File: config.mk
export PLATFORM = sky130hd
export DESIGN_NAME = hdmi_timing_gen
export DESIGN_NICKNAME = d
export VERILOG_FILES = /design/src/rtl/hdmi_pkg.sv /design/src/rtl/hdmi_pattern_gen.sv /design/src/rtl/hdmi_timing_gen.sv
export SDC_FILE = /design/constraint.sdc
export NUM_CORES = 1
export LEC_CHECK = 0
export CORE_ASPECT_RATIO = 1.4
export CORE_MARGIN = 5
export CORE_UTILIZATION = 59
export CTS_CLUSTER_DIAMETER = 100
export DETAILED_ROUTE_END_ITERATION = 8
export GPL_ROUTABILITY_DRIVEN = 0
export PLACE_DENSITY_LB_ADDON = 0.05
export SLEW_MARGIN = 20
export SYNTH_ARGS = -nofsm -noshare
export SYNTH_HDL_FRONTEND = slang
export SYNTH_SLANG_ARGS = --single-unit
File: constraint.sdc
create_clock -name clk -period 6.4 [get_ports clk]
set_clock_uncertainty 0.2 [all_clocks]
set_input_delay 1.28 -clock clk [delete_from_list [all_inputs] [get_ports clk]]
set_output_delay 1.28 -clock clk [all_outputs]
set_load 0.02 [all_outputs]
File: src/rtl/hdmi_pkg.sv
// -----------------------------------------------------------------------------
// hdmi_pkg
// Shared definitions for the HDMI timing / test-pattern generator:
//   - standard timing constant sets (1080p60, 720p60, 480p60)
//   - pattern mode and FSM state encodings
//   - the eight colour-bar RGB888 constants and a lookup helper
// -----------------------------------------------------------------------------
package hdmi_pkg;

  // Pattern source selection, encoded exactly as the `mode` input
  typedef enum logic [1:0] {
    MODE_SOLID = 2'd0,
    MODE_BARS  = 2'd1,
    MODE_CHECK = 2'd2,
    MODE_RAMP  = 2'd3
  } mode_e;

  // Generator run state
  typedef enum logic {
    ST_IDLE = 1'b0,
    ST_RUN  = 1'b1
  } state_e;

  // One complete video timing description
  typedef struct packed {
    int unsigned h_active;
    int unsigned h_front;
    int unsigned h_sync;
    int unsigned h_back;
    int unsigned v_active;
    int unsigned v_front;
    int unsigned v_sync;
    int unsigned v_back;
    logic        h_pol;
    logic        v_pol;
  } timing_t;

  localparam timing_t TIMING_1080P60 = '{
    h_active: 32'd1920, h_front: 32'd88,  h_sync: 32'd44, h_back: 32'd148,
    v_active: 32'd1080, v_front: 32'd4,   v_sync: 32'd5,  v_back: 32'd36,
    h_pol: 1'b1, v_pol: 1'b1
  };

  localparam timing_t TIMING_720P60 = '{
    h_active: 32'd1280, h_front: 32'd110, h_sync: 32'd40, h_back: 32'd220,
    v_active: 32'd720,  v_front: 32'd5,   v_sync: 32'd5,  v_back: 32'd20,
    h_pol: 1'b1, v_pol: 1'b1
  };

  localparam timing_t TIMING_480P60 = '{
    h_active: 32'd720,  h_front: 32'd16,  h_sync: 32'd62, h_back: 32'd60,
    v_active: 32'd480,  v_front: 32'd9,   v_sync: 32'd6,  v_back: 32'd30,
    h_pol: 1'b0, v_pol: 1'b0
  };

  // Colour bars, left to right
  localparam logic [23:0] BAR_WHITE   = 24'hFFFFFF;
  localparam logic [23:0] BAR_YELLOW  = 24'hFFFF00;
  localparam logic [23:0] BAR_CYAN    = 24'h00FFFF;
  localparam logic [23:0] BAR_GREEN   = 24'h00FF00;
  localparam logic [23:0] BAR_MAGENTA = 24'hFF00FF;
  localparam logic [23:0] BAR_RED     = 24'hFF0000;
  localparam logic [23:0] BAR_BLUE    = 24'h0000FF;
  localparam logic [23:0] BAR_BLACK   = 24'h000000;

  // Map a bar index (0 = leftmost) to its RGB888 colour
  function automatic logic [23:0] bar_color(input logic [2:0] idx);
    logic [23:0] c;
    case (idx)
      3'd0:    c = BAR_WHITE;
      3'd1:    c = BAR_YELLOW;
      3'd2:    c = BAR_CYAN;
      3'd3:    c = BAR_GREEN;
      3'd4:    c = BAR_MAGENTA;
      3'd5:    c = BAR_RED;
      3'd6:    c = BAR_BLUE;
      3'd7:    c = BAR_BLACK;
      default: c = BAR_BLACK;
    endcase
    return c;
  endfunction

endpackage

File: src/rtl/hdmi_pattern_gen.sv
// -----------------------------------------------------------------------------
// hdmi_pattern_gen
// Produces the registered RGB888 pixel for the raster position that the top
// level is currently decoding, so `o_data` lines up with the registered `de`.
// Ports:
//   clk, rst_n   pixel clock, asynchronous active-low reset
//   i_mode       frame-stable (shadowed) pattern select
//   i_color      frame-stable (shadowed) solid colour
//   i_x, i_y     pre-output active coordinates (0 outside the active region)
//   i_de         pre-output data enable
//   o_data       registered pixel, {R,G,B}; 0 whenever i_de was low
// -----------------------------------------------------------------------------
module hdmi_pattern_gen
  import hdmi_pkg::*;
#(
  parameter int H_ACTIVE = 1920,
  parameter int CW       = 12,
  parameter int CHK_LOG2 = 5
) (
  input  logic          clk,
  input  logic          rst_n,
  input  mode_e         i_mode,
  input  logic [23:0]   i_color,
  input  logic [CW-1:0] i_x,
  input  logic [CW-1:0] i_y,
  input  logic          i_de,
  output logic [23:0]   o_data
);

  // A zero-width bar is meaningless; very narrow rasters fall back to 1 pixel
  localparam int            BAR_W    = ((H_ACTIVE / 8) > 0) ? (H_ACTIVE / 8) : 1;
  localparam logic [CW-1:0] BAR_W_M1 = CW'(BAR_W - 1);

  logic [CW-1:0] r_bar_cnt;
  logic [2:0]    r_bar_idx;
  logic [23:0]   w_pix;
  logic          w_chk_white;
  logic          w_unused_bits;

  // Only a few coordinate bits feed the patterns; fold the rest so they are consumed
  assign w_unused_bits = ^{i_x, i_y};

  // Checkerboard square parity from the selected coordinate bit
  assign w_chk_white = i_x[CHK_LOG2] ^ i_y[CHK_LOG2];

  // Pixel colour for the position being decoded this cycle
  always_comb begin
    w_pix = 24'h000000;
    if (i_de) begin
      case (i_mode)
        MODE_SOLID: w_pix = i_color;
        MODE_BARS:  w_pix = bar_color(r_bar_idx);
        MODE_CHECK: w_pix = w_chk_white ? BAR_WHITE : BAR_BLACK;
        MODE_RAMP:  w_pix = {3{i_x[7:0]}};
        default:    w_pix = 24'h000000;
      endcase
    end else begin
      w_pix = 24'h000000;
    end
  end

  // Bar index tracker: a BAR_W down-counter steps the index, which then sticks
  // at black so any H_ACTIVE % 8 remainder pixels widen the last bar
  always_ff @(posedge clk or negedge rst_n) begin
    if (!rst_n) begin
      r_bar_cnt <= BAR_W_M1;
      r_bar_idx <= 3'd0;
    end else if (!i_de) begin
      r_bar_cnt <= BAR_W_M1;
      r_bar_idx <= 3'd0;
    end else if (r_bar_cnt == {CW{1'b0}}) begin
      r_bar_cnt <= BAR_W_M1;
      if (r_bar_idx != 3'd7) begin
        r_bar_idx <= r_bar_idx + 3'd1;
      end else begin
        r_bar_idx <= r_bar_idx;
      end
    end else begin
      r_bar_cnt <= r_bar_cnt - CW'(1);
      r_bar_idx <= r_bar_idx;
    end
  end

  // Output pixel register, aligned with the top-level `de` register
  always_ff @(posedge clk or negedge rst_n) begin
    if (!rst_n) begin
      o_data <= 24'h000000;
    end else begin
      o_data <= w_pix;
    end
  end

endmodule

File: src/rtl/hdmi_timing_gen.sv
// -----------------------------------------------------------------------------
// hdmi_timing_gen
// Parametrised video timing and test-pattern generator driving the HDMI
// PHY/encoder. Line and frame order from counter 0 is: sync, back porch,
// active, front porch.
// Ports:
//   clk          pixel clock
//   rst_n        asynchronous active-low reset
//   en           run request; dropping it ends generation at the next frame wrap
//   mode         pattern: 0 solid, 1 colour bars, 2 checkerboard, 3 grey ramp
//   solid_color  RGB888 colour for the solid pattern
//   data         registered RGB888 pixel {R,G,B}, 0 outside the active region
//   h_sync       horizontal sync, asserted level H_SYNC_POL
//   v_sync       vertical sync, asserted level V_SYNC_POL
//   de           data enable, high only in the active region
//   x, y         active column / line, 0 while `de` is low
//   frame_start  one-cycle pulse for counter position (0,0)
//   clk_out      inverted pixel clock for the PHY
// All outputs except clk_out are registered and show the decode of the counter
// position held on the previous cycle.
// -----------------------------------------------------------------------------
module hdmi_timing_gen
  import hdmi_pkg::*;
#(
  parameter int   H_ACTIVE      = 1920,
  parameter int   H_FRONT_PORCH = 88,
  parameter int   H_SYNC        = 44,
  parameter int   H_BACK_PORCH  = 148,
  parameter int   V_ACTIVE      = 1080,
  parameter int   V_FRONT_PORCH = 4,
  parameter int   V_SYNC        = 5,
  parameter int   V_BACK_PORCH  = 36,
  parameter logic H_SYNC_POL    = 1'b1,
  parameter logic V_SYNC_POL    = 1'b1,
  parameter int   CW            = 12,
  parameter int   CHK_LOG2      = 5
) (
  input  logic          clk,
  input  logic          rst_n,
  input  logic          en,
  input  logic [1:0]    mode,
  input  logic [23:0]   solid_color,
  output logic [23:0]   data,
  output logic          h_sync,
  output logic          v_sync,
  output logic          de,
  output logic [CW-1:0] x,
  output logic [CW-1:0] y,
  output logic          frame_start,
  output logic          clk_out
);

  localparam int H_TOTAL = H_SYNC + H_BACK_PORCH + H_ACTIVE + H_FRONT_PORCH;
  localparam int V_TOTAL = V_SYNC + V_BACK_PORCH + V_ACTIVE + V_FRONT_PORCH;
  localparam int H_START = H_SYNC + H_BACK_PORCH;
  localparam int V_START = V_SYNC + V_BACK_PORCH;

  localparam logic [CW-1:0] L_H_LAST     = CW'(H_TOTAL - 1);
  localparam logic [CW-1:0] L_V_LAST     = CW'(V_TOTAL - 1);
  localparam logic [CW-1:0] L_H_SYNC     = CW'(H_SYNC);
  localparam logic [CW-1:0] L_V_SYNC     = CW'(V_SYNC);
  localparam logic [CW-1:0] L_H_START    = CW'(H_START);
  localparam logic [CW-1:0] L_V_START    = CW'(V_START);
  // Inclusive end of the active window, so a zero front porch cannot overflow CW
  localparam logic [CW-1:0] L_H_ACT_LAST = CW'(H_START + H_ACTIVE - 1);
  localparam logic [CW-1:0] L_V_ACT_LAST = CW'(V_START + V_ACTIVE - 1);

  state_e        r_state;
  logic [CW-1:0] r_hc;
  logic [CW-1:0] r_vc;
  mode_e         r_shadow_mode;
  logic [23:0]   r_shadow_color;

  logic          w_adv;
  logic          w_h_wrap;
  logic          w_v_wrap;
  logic          w_frame_wrap;
  logic          w_origin;
  logic          w_h_act;
  logic          w_v_act;
  logic          w_pre_de;
  logic [CW-1:0] w_pre_x;
  logic [CW-1:0] w_pre_y;
  logic          w_h_sync_lvl;
  logic          w_v_sync_lvl;

  // The raster moves while running, and also on the IDLE cycle that sees `en`,
  // so position (0,0) is emitted on the very first enabled edge
  assign w_adv        = (r_state == ST_RUN) || en;
  assign w_h_wrap     = (r_hc == L_H_LAST);
  assign w_v_wrap     = (r_vc == L_V_LAST);
  assign w_frame_wrap = w_h_wrap && w_v_wrap;
  assign w_origin     = (r_hc == {CW{1'b0}}) && (r_vc == {CW{1'b0}});

  // Pre-output decode of the current counter position
  always_comb begin
    w_h_act      = (r_hc >= L_H_START) && (r_hc <= L_H_ACT_LAST);
    w_v_act      = (r_vc >= L_V_START) && (r_vc <= L_V_ACT_LAST);
    w_pre_de     = 1'b0;
    w_pre_x      = {CW{1'b0}};
    w_pre_y      = {CW{1'b0}};
    w_h_sync_lvl = ~H_SYNC_POL;
    w_v_sync_lvl = ~V_SYNC_POL;
    if (w_adv) begin
      w_pre_de     = w_h_act && w_v_act;
      w_h_sync_lvl = (r_hc < L_H_SYNC) ? H_SYNC_POL : ~H_SYNC_POL;
      w_v_sync_lvl = (r_vc < L_V_SYNC) ? V_SYNC_POL : ~V_SYNC_POL;
    end else begin
      w_pre_de     = 1'b0;
      w_h_sync_lvl = ~H_SYNC_POL;
      w_v_sync_lvl = ~V_SYNC_POL;
    end
    if (w_pre_de) begin
      w_pre_x = r_hc - L_H_START;
      w_pre_y = r_vc - L_V_START;
    end else begin
      w_pre_x = {CW{1'b0}};
      w_pre_y = {CW{1'b0}};
    end
  end

  // IDLE/RUN FSM with the raster counters and registered timing outputs
  always_ff @(posedge clk or negedge rst_n) begin
    if (!rst_n) begin
      r_state     <= ST_IDLE;
      r_hc        <= {CW{1'b0}};
      r_vc        <= {CW{1'b0}};
      h_sync      <= ~H_SYNC_POL;
      v_sync      <= ~V_SYNC_POL;
      de          <= 1'b0;
      x           <= {CW{1'b0}};
      y           <= {CW{1'b0}};
      frame_start <= 1'b0;
    end else begin
      case (r_state)
        ST_IDLE: begin
          if (en) begin
            r_state <= ST_RUN;
          end else begin
            r_state <= ST_IDLE;
          end
        end
        ST_RUN: begin
          // Only leave at the frame wrap so a dropped `en` finishes the frame
          if (w_frame_wrap && !en) begin
            r_state <= ST_IDLE;
          end else begin
            r_state <= ST_RUN;
          end
        end
        default: r_state <= ST_IDLE;
      endcase

      if (w_adv) begin
        if (w_h_wrap) begin
          r_hc <= {CW{1'b0}};
          if (w_v_wrap) begin
            r_vc <= {CW{1'b0}};
          end else begin
            r_vc <= r_vc + CW'(1);
          end
        end else begin
          r_hc <= r_hc + CW'(1);
          r_vc <= r_vc;
        end
      end else begin
        r_hc <= {CW{1'b0}};
        r_vc <= {CW{1'b0}};
      end

      h_sync      <= w_h_sync_lvl;
      v_sync      <= w_v_sync_lvl;
      de          <= w_pre_de;
      x           <= w_pre_x;
      y           <= w_pre_y;
      frame_start <= w_adv && w_origin;
    end
  end

  // Pattern settings are captured only at the frame origin so every frame is uniform
  always_ff @(posedge clk or negedge rst_n) begin
    if (!rst_n) begin
      r_shadow_mode  <= MODE_SOLID;
      r_shadow_color <= 24'h000000;
    end else if (w_adv && w_origin) begin
      r_shadow_mode  <= mode_e'(mode);
      r_shadow_color <= solid_color;
    end else begin
      r_shadow_mode  <= r_shadow_mode;
      r_shadow_color <= r_shadow_color;
    end
  end

  hdmi_pattern_gen #(
    .H_ACTIVE (H_ACTIVE),
    .CW       (CW),
    .CHK_LOG2 (CHK_LOG2)
  ) u_pattern (
    .clk     (clk),
    .rst_n   (rst_n),
    .i_mode  (r_shadow_mode),
    .i_color (r_shadow_color),
    .i_x     (w_pre_x),
    .i_y     (w_pre_y),
    .i_de    (w_pre_de),
    .o_data  (data)
  );

  // The PHY wants the inverted pixel clock
  assign clk_out = ~clk;

endmodule

==> impl_results.md <==
- Final ANT Viol Nets: 0
- Switching share of power: between 20% and 30%
- Worst hold slack: just under 0.3 ns
- First-pass GRT wire length: 22700 µm
- Hold Crit Start: r_state
- Synth unique cells: 58
- Commonest non-fill, non-tap cell in the layout: dfrtp_1
- Post-synthesis sequential area ratio: between 50 and 60%
- Num CTS Buffers: 17
- Fin nets: about 640
- Worst R2R Path Depth: 7
- Clock group share of total power: 39.9%
- Data arrival, critical path: 4.24 ns
- Port bufs: 81
- Combinational Power Share: between 20 and 25%
- Final setup viols: 0
- Final Max Slew Viols: 0
- P_leak: between 0.003 and 0.004 µW
- DRT iter0 DRCs: around 280
- Multi-input gate area: 2510 µm²
- Status: complete, no violations
- Max-Cap Viols: 0
- Placed insts: 683
- Hold crit path type: reg -> reg
- Post-CTS resize count: 0
- Max Buffers Root-to-Sink: 2
- Yosys reg bits: 118
- Layout area overhead: 25.4%
- Cells after synthesis: 527
- GRT Util Overall: 24.6%
- Sequential share of power: a little under two fifths
- Reg clk slew, reported paths: approximately 0.05 ns
- Htree depth: 4
- Number of flops mapped to enable cells by yosys: 0
- Yosys warns: 0
- CTS tree: built
- Reg2reg start: r_vc[0]
- FF+latch area: 2960 µm²
- Largest net degree at the start of global routing: 89
- Final hold vios: 0
- Hold_buf cts: 0
- Setup slack, reg-to-reg: ~3.2 ns
- Internal power: 1810 µW
- Die Height: approximately 130 µm
- Crit-path max FO: 16
- Maximum vdd drop: 267 µV
- Initial antenna violation count: 0
- Die width: 93.1 µm
- Grt total ovfl: 0
- Max_slew headroom: 42.8%
- Total wire length: 13900 µm
- Hpwl dp: between 9000 and 10000 µm
- Post-synth top area share: 48.7%
- Post-Syn Area: 5700 µm²
- Layout cells sized above 1: 13.6%
- Ranking of synthesized cells by area: dfrtp_1 49%, mux2_2 5.1%, nor4_1 4.3%
- Vias: 4527
- Yosys top cell by area: dfrtp_1
- TNS Setup: 0 ns
- Vias in the first global route: 4626
- Hold endpoint: r_state
- RSZ-0062 raised after global routing: false
- Starting Density: 60.2%
- ANT cells: 0
- Root Driver: clkbuf_16
- DRC: 0
- CP Capture Type: output port
- Slew @ Worst Pin: approximately 0.85 ns
- WL per Instance: 19.5 µm
- CP Class: clk -> out
- Hold Crit Depth: 1
- Drt pass-1 iters: 5
- Syn Area/Cell: 10.8 µm²
- Std cell rows: 42
- IO Pins: 82
- Vias/cell: 6.33
- CP Launch Type: clock port
- Fin cells: approximately 720
- Fill cells: ~660
- Critical Path RT: 4.92 ns
- Core Box Area: 9460 µm²
- PD cells: about 360 nW/µm²
- Most frequent cells in the layout: 111 x dfrtp_1, 80 x clkdlybuf4s50_1, 39 x nor4_1, 30 x nor3_1, 30 x a21oi_1
- Primary FF master, synth: dfrtp_1
- Net Count, Synth: 570
- Die area: 11800 µm²
- Psw: 764 µW
- # Post-CTS Setup Buffers: 0
- Clock Latency Late Sink: 0.40 ns
- Reg2reg end: y[10]
- Ys async rst share: 100%
## cell usage after synthesis, types with 4 or more instances
library cell	count
nand2_1	18
o31ai_1	6
o211ai_1	13
a21oi_1	30
xnor2_1	16
a31oi_1	9
nand3_1	13
or3_1	4
clkbuf_1	18
o21ai_0	7
and3_1	11
ha_1	14
nor3_1	31
inv_1	15
and3b_1	6
or4_1	9
dfstp_2	7
buf_6	4
nor4_1	39
xor2_1	13
dfrtp_1	111
o21bai_1	4
nor2_1	29
nand4_1	7
mux2_2	26
buf_2	14
and2_1	5
## per-stage QoR
stage | setup slack (ns) | power, µW | util, % | area, µm²
after floorplan | 1.59 | 1340 | - | 5700
after global placement | 1.11 | 1550 | 68.7 | 6500
after detailed placement | 1.11 | 1560 | 68.7 | 6500
after CTS | 0.672 | 2580 | 75.4 | 7140
after global routing | 0.660 | 2680 | 75.5 | 7140
final | 0.685 | 2570 | 75.5 | 7140
## cells by family (layout without fill, tap and decap cells)
group / after synthesis / count (layout) / share of synthesized area, %
DFF: 118 / 118 / 52.0
buffers and inverters: 55 / 133 / 4.46
xor gates and xnor gates: 29 / 29 / 4.46
and+or+nand+nor: 192 / 192 / 19.8
adders and majority gates: 14 / 14 / 3.07
muxes: 29 / 29 / 5.67
AOI/OAI and AO/OA: 90 / 90 / 10.6
## worst max-delay path by stage
stage          start      end  cells past startpoint
6_report         clk  clk_out                      4
5_1_grt          clk  clk_out                      4
4_1_cts          clk  clk_out                      4
3_5_place_dp     clk  clk_out                      2
3_3_place_gp     clk  clk_out                      2
2_1_floorplan    clk  clk_out                      1
## power groups by stage
stage	Combinational, µW	Clock (µW)	Sequential, µW
3_5_place_dp	575	23.2	963
2_1_floorplan	356	11.2	969
3_3_place_gp	565	23.2	959
4_1_cts	587	1040	953
6_report	588	1030	956
5_1_grt	637	1070	971
## registers in the layout, indices dropped and copies added, names as in the netlist, 2 cells and up
signal	flops
u_pattern.r_bar_idx	3
r_hc	12
r_shadow_color	24
y	12
u_pattern.o_data	24
x	12
r_vc	12
r_shadow_mode	2
u_pattern.r_bar_cnt	12
## final cells by class
| class | count | area share, % |
|---|---|---|
| clock buffer | 25 | 7.02 |
| clock inverter | 9 | 2.05 |
| inverter | 15 | 0.788 |
| multi-input combinational | 354 | 35.1 |
| sequential | 118 | 41.5 |
| tap | 110 | 1.93 |
| timing repair buffer | 84 | 11.6 |
## routing by layer
| layer | track usage, % | vias to the layer above | part of all wire [%] |
|---|---|---|---|
| met3 | 5.19 | 42 | 5.4 |
| li1 | - | 2062 | - |
| met1 | 27.8 | 2234 | 38 |
| met5 | 0 | - | 0 |
| met4 | 12.0 | 0 | 2.9 |
| met2 | 43.7 | 189 | 54 |
## worst max-delay path, cell delays in order
cell and delay (ns):
clkbuf_16 0.20, clkbuf_16 0.18, inv_1 0.05, clkdlybuf4s50_1 0.60
Power figures use the tool's default switching activity.
==> patch 1 (same flow settings) <==
The parameter `H_SYNC_POL` goes from 1'b1 to 1'b0.
--- a/src/rtl/hdmi_timing_gen.sv
+++ b/src/rtl/hdmi_timing_gen.sv
@@ -30,7 +30,7 @@
   parameter int   V_FRONT_PORCH = 4,
   parameter int   V_SYNC        = 5,
   parameter int   V_BACK_PORCH  = 36,
-  parameter logic H_SYNC_POL    = 1'b1,
+  parameter logic H_SYNC_POL    = 1'b0,
   parameter logic V_SYNC_POL    = 1'b1,
   parameter int   CW            = 12,
   parameter int   CHK_LOG2      = 5
Behaviour: not the same (a bounded check fails within 4 cycles, from zero or initial values and one cycle with rst_n low).
==> patch 1 against the unedited design <==
- setup slack better by 0.0073 ns
- power fell by 8.2%
- synthesized area increased by 0.31%
- cell area decreased by 0.16%
- sequential cell count unchanged
- routed wire length down 1.1%
- utilization decreased by 0.12 points
- critical endpoint unchanged
==> patch 1: results (changes against the unedited design) <==
Yosys warns: 0 (unchanged)
XOR/XNOR Fraction of Synth Area: 4.14% (-0.32 points)
# diodes: 0 (unchanged)
Count of input and output buffers: 81 (unchanged)
Final hold slack: 0.302 ns (+0.00664 ns)
Via count of the first global-routing pass: 4663 (+0.80%)
Worst R2R Setup Slack: 3.42 ns (+0.25 ns)
Min-Delay Startpoint: r_shadow_color[22]
Number of distinct library cells after synthesis: 57 (-1.7%)
Post-Syn Area per Cell: 10.8 sq um (-0.26%)
Post-synthesis compound-gate area fraction: 9.48% (-1.1 points)
DR WL/cell: 19.2 um (-1.8%)
Final setup TNS: 0 ns (unchanged)
Layout Nets: 640 (+0.79%)
Hold Path Depth: 1 (unchanged)
Worst min path class: register to register
Syn Nets: 573 (+0.53%)
Asr flop ratio synth: 100% (unchanged)
Maximum VDD drop: 0.000238 V (-11%)
Initial antenna violation count: 0 (unchanged)
CP Data Arrival Time: 4.23 ns (about the same)
R2r worst-path depth: 7 (unchanged)
Initial DRT Pass Iterations: 5 (unchanged)
Cell count after placement: 688 (+0.73%)
First-pass GRT wire length: 22700 um (+0.30%)
Family with the most delay on the worst path: buffers and inverters
Post-synthesis mux area share: 6.35% (+0.68 points)
Cell Area, Placed: 6520 sq um (+0.27%)
Filler instances: 619 (-5.5%)
Vias/cell: 6.23 (-1.6%)
LEAKAGE: 3.11 nW (+0.52%)
All-layer global routing usage: 24.6% (about the same)
Adder and majority gate portion of the synthesized area: 3.06% (-0.0094 points)
Clock slew at the register clock pins of the worst setup and hold paths: 0.05 ns (about the same)
CTS buffer count: 17 (unchanged)
Status: completed
H-tree depth: 4 (unchanged)
Post-synthesis sequential area ratio: 51.8% (-0.14 points)
Slew HR: 46.4% (+3.5 points)
Clock Latency Late Sink: 0.41 ns
Hold EP: r_shadow_color[22]
Bufs on Longest Clock Path: 2 (unchanged)
Largest cells by area after synthesis: dfrtp_1 48%, mux2_2 5.1%, dfstp_2 3.7%
Share of layout cells above drive strength 1: 14.1% (+0.54 points)
CP max stage cell: clkdlybuf4s50_1
CP max stage delay: 0.59 ns
CP max FO: 16 (unchanged)
CTS-repair resized insts: 0 (unchanged)
Post-CTS setup buffer count: 0 (unchanged)
Post-synth top cells: 110 x dfrtp_1, 31 x nor3_1, 29 x nor4_1, 29 x o21ai_0, 27 x clkbuf_1
Largest net degree at the start of global routing: 64 (-28%)
Reg2reg start: r_vc[0]
Root Driver: clkbuf_16
1st-iter DRT viols: 267 (-5.7%)
Detail Placement HPWL: 9230 um (-1.0%)
Critical R2R Capture: u_pattern.r_bar_cnt[3]
Largest registers: r_shadow_color x24, u_pattern.o_data x24
Largest family of logic cells by synthesized area: simple AND/OR/NAND/NOR gates
Final wirelength: 13800 um (-1.1%)
patch 1: cell types whose count changed after synthesis, moves of 6 or more:
| cell | before | now |
|---|---|---|
| a21oi_1 | 30 | 8 |
| o21ai_0 | 7 | 29 |
| nor4_1 | 39 | 29 |
| clkbuf_1 | 18 | 27 |
| buf_2 | 14 | 6 |
| nand3_1 | 13 | 21 |
| nor2_1 | 29 | 23 |
| or4_1 | 9 | 3 |
patch 1: stage by stage:
step / setup WS (ns) / util (%) / power, mW
floorplan: 1.59 / - / 1.20
global placement: 1.11 / 68.9 / 1.38
detailed placement: 1.11 / 68.9 / 1.39
CTS: 0.683 / 75.4 / 2.37
global route: 0.651 / 75.4 / 2.46
finish: 0.692 / 75.4 / 2.36
patch 1: worst max-delay path by stage:
stage,depth (start not counted),start,to,slack [ns]
finish,4,clk,clk_out,0.69
global route,4,clk,clk_out,0.65
CTS,4,clk,clk_out,0.68
detailed placement,2,clk,clk_out,1.11
global placement,2,clk,clk_out,1.11
floorplan,1,clk,clk_out,1.59
patch 1: cell families after synthesis:
| family | after synthesis |
|---|---|
| XOR/XNOR | 27 |
| AND/OR/NAND/NOR | 204 |
| adder cells (fa/ha/maj) | 14 |
| flip-flops | 118 |
| buffers and inverters | 51 |
| multiplexers | 33 |
| AO/OA/AOI/OAI | 83 |
patch 1: per-layer routing:
metal  up-vias  track usage [%]  part of all wire [%]
met1      2215             28.8                    39
met5         -                0                     0
li1       2083                -                     -
met2       155             42.5                    53
met4         0             10.9                   2.6
met3        33             6.16                   5.6
patch 1: layout make-up:
class	instances	area [sq um]	area share, %
multi-input cells	361	2520	35.3
well taps	110	138	1.93
clock inverters	15	179	2.51
inverters	11	41.3	0.579
repair buffers	86	843	11.8
clock buffers	19	449	6.30
flip-flops and latches	118	2960	41.5
patch 1: report_power, final:
group          switching [mW]  internal [mW]
Sequential             0.0769          0.824
Clock                   0.366          0.636
Combinational           0.265          0.191
Total                   0.708           1.65
==> patch 2 (same settings) <==
Made on the original files. Register the inputs `en`, `mode` and `solid_color` before use, without a reset. The logic sees them one clock later. Comments in the files are not updated.
--- a/src/rtl/hdmi_timing_gen.sv
+++ b/src/rtl/hdmi_timing_gen.sv
@@ -65,6 +65,16 @@
   localparam logic [CW-1:0] L_H_ACT_LAST = CW'(H_START + H_ACTIVE - 1);
   localparam logic [CW-1:0] L_V_ACT_LAST = CW'(V_START + V_ACTIVE - 1);
 
+  logic en_q;
+  logic [1:0] mode_q;
+  logic [23:0] solid_color_q;
+
+  always_ff @(posedge clk) begin
+    en_q          <= en;
+    mode_q        <= mode;
+    solid_color_q <= solid_color;
+  end
+
   state_e        r_state;
   logic [CW-1:0] r_hc;
   logic [CW-1:0] r_vc;
@@ -86,7 +96,7 @@
 
   // The raster moves while running, and also on the IDLE cycle that sees `en`,
   // so position (0,0) is emitted on the very first enabled edge
-  assign w_adv        = (r_state == ST_RUN) || en;
+  assign w_adv        = (r_state == ST_RUN) || en_q;
   assign w_h_wrap     = (r_hc == L_H_LAST);
   assign w_v_wrap     = (r_vc == L_V_LAST);
   assign w_frame_wrap = w_h_wrap && w_v_wrap;
@@ -134,7 +144,7 @@
     end else begin
       case (r_state)
         ST_IDLE: begin
-          if (en) begin
+          if (en_q) begin
             r_state <= ST_RUN;
           end else begin
             r_state <= ST_IDLE;
@@ -142,7 +152,7 @@
         end
         ST_RUN: begin
           // Only leave at the frame wrap so a dropped `en` finishes the frame
-          if (w_frame_wrap && !en) begin
+          if (w_frame_wrap && !en_q) begin
             r_state <= ST_IDLE;
           end else begin
             r_state <= ST_RUN;
@@ -183,8 +193,8 @@
       r_shadow_mode  <= MODE_SOLID;
       r_shadow_color <= 24'h000000;
     end else if (w_adv && w_origin) begin
-      r_shadow_mode  <= mode_e'(mode);
-      r_shadow_color <= solid_color;
+      r_shadow_mode  <= mode_e'(mode_q);
+      r_shadow_color <= solid_color_q;
     end else begin
       r_shadow_mode  <= r_shadow_mode;
       r_shadow_color <= r_shadow_color;
Formal check against the unedited RTL: not equivalent (a bounded check fails within 4 cycles, from zero or initial values and one cycle with rst_n low).
==> patch 2 against the unedited design <==
- synthesized area is 4.4% higher
- routed wire length is 5.1% lower
- cell area is 3.8% higher
- highest routed layer unchanged
- via count is 5.2% lower
- power is 1.2% lower
- largest cell class unchanged
- sequential power is 20% higher
- count of clock-buffer cells in the layout is 4 lower
- setup slack better by 0.0087 ns
- sequential cell count is 27 higher
- sequential share of layout area is 5.8 points higher
- first-iteration DRC count is 13% lower
==> patch 2: results (changes against the unedited design) <==
CP Data Arrival Time: 4.23 ns (about the same)
Power Dens Cells: 342 nW/um^2 (-4.9%)
Met3 Wirelength: 632 um (-16%)
Cell count after placement: 713 (+4.4%)
Via count: 4292 (-5.2%)
Post-synthesis compound-gate area fraction: 7.89% (-2.7 points)
Multi-input logic area: 2240 sq um (-11%)
Worst R2R Setup Slack: 3.31 ns (+0.14 ns)
Post-synth top cells: 111 x dfrtp_1, 74 x nor2_1, 27 x dfxtp_1, 25 x o21ai_0, 23 x clkbuf_1
First-pass GRT wire length: 21700 um (-4.4%)
Sequential cell area: 3500 sq um (+18%)
Via count of the first global-routing pass: 4385 (-5.2%)
Wl on met1: 5100 um (-3.3%)
Part of the power in combinational logic: 15.3% (-7.6 points)
Post-synthesis sequential area ratio: 58.9% (+6.9 points)
Post-synthesis mux area share: 5.78% (+0.12 points)
Final hold slack: 0.247 ns (-0.0480 ns)
Share of layout cells above drive strength 1: 13.0% (-0.60 points)
Non-filler cells, final: 745 (+4.2%)
Largest net degree at the start of global routing: 64 (-28%)
Comb_multi_in: 331 (-6.5%)
Status: completed
Adder and majority gate portion of the synthesized area: 2.94% (-0.13 points)
Die width: 94.9 um (+2.0%)
All-layer global routing usage: 23.4% (-1.2 points)
R2r worst-path depth: 8 (+1)
Met1 usage: 27.6% (-0.15 points)
LEAKAGE: 3.23 nW (+4.2%)
Initial DRT Pass Iterations: 4 (-1)
Filler instances: 699 (+6.7%)
Reg2reg start: r_hc[6]
Flip-flop and latch count: 145 (+23%)
XOR/XNOR Fraction of Synth Area: 4.27% (-0.19 points)
Cell Area, Placed: 6820 sq um (+4.8%)
Syn Nets: 566 (-0.70%)
Sequential share of power: 45.2% (+8.0 points)
Maximum VDD drop: 0.000264 V (-0.99%)
CLK BUF: 21 (-16%)
Inverter count: 16 (+1)
Met2 Use GR: 39.8% (-3.9 points)
1st-iter DRT viols: 246 (-13%)
Largest cells by area after synthesis: dfrtp_1 47%, dfxtp_1 9.1%, nor2_1 4.7%
patch 2: changes by cell type in the layout (fill, tap and decap cells not counted), sizes merged, moves of 9 or more:
| cell | change |
|---|---|
| a2111oi | +20 |
| a21oi | -23 |
| a31oi | -9 |
| dfxtp | +27 |
| inv | +10 |
| nor2 | +45 |
| nor3 | -10 |
| nor4 | -28 |
| o211ai | -13 |
| o21ai | +21 |
patch 2: worst max path at each step:
stage                     endpoint  cells past startpoint  slack, ns
after detailed placement   clk_out                      2       1.11
after global routing       clk_out                      4       0.64
after global placement     clk_out                      2       1.11
after floorplan            clk_out                      1       1.59
after CTS                  clk_out                      4       0.68
final                      clk_out                      4       0.69
patch 2: critical path: cells and delay by family:
family,cells,cell delay [ns]
buf+inv,4,1.03
patch 2: kinds of logic after synthesis:
family / Yosys count
flops: 145
mux: 31
fa+ha+maj: 14
compound gates: 69
simple gates: 188
xor+xnor: 29
buf+inv: 47
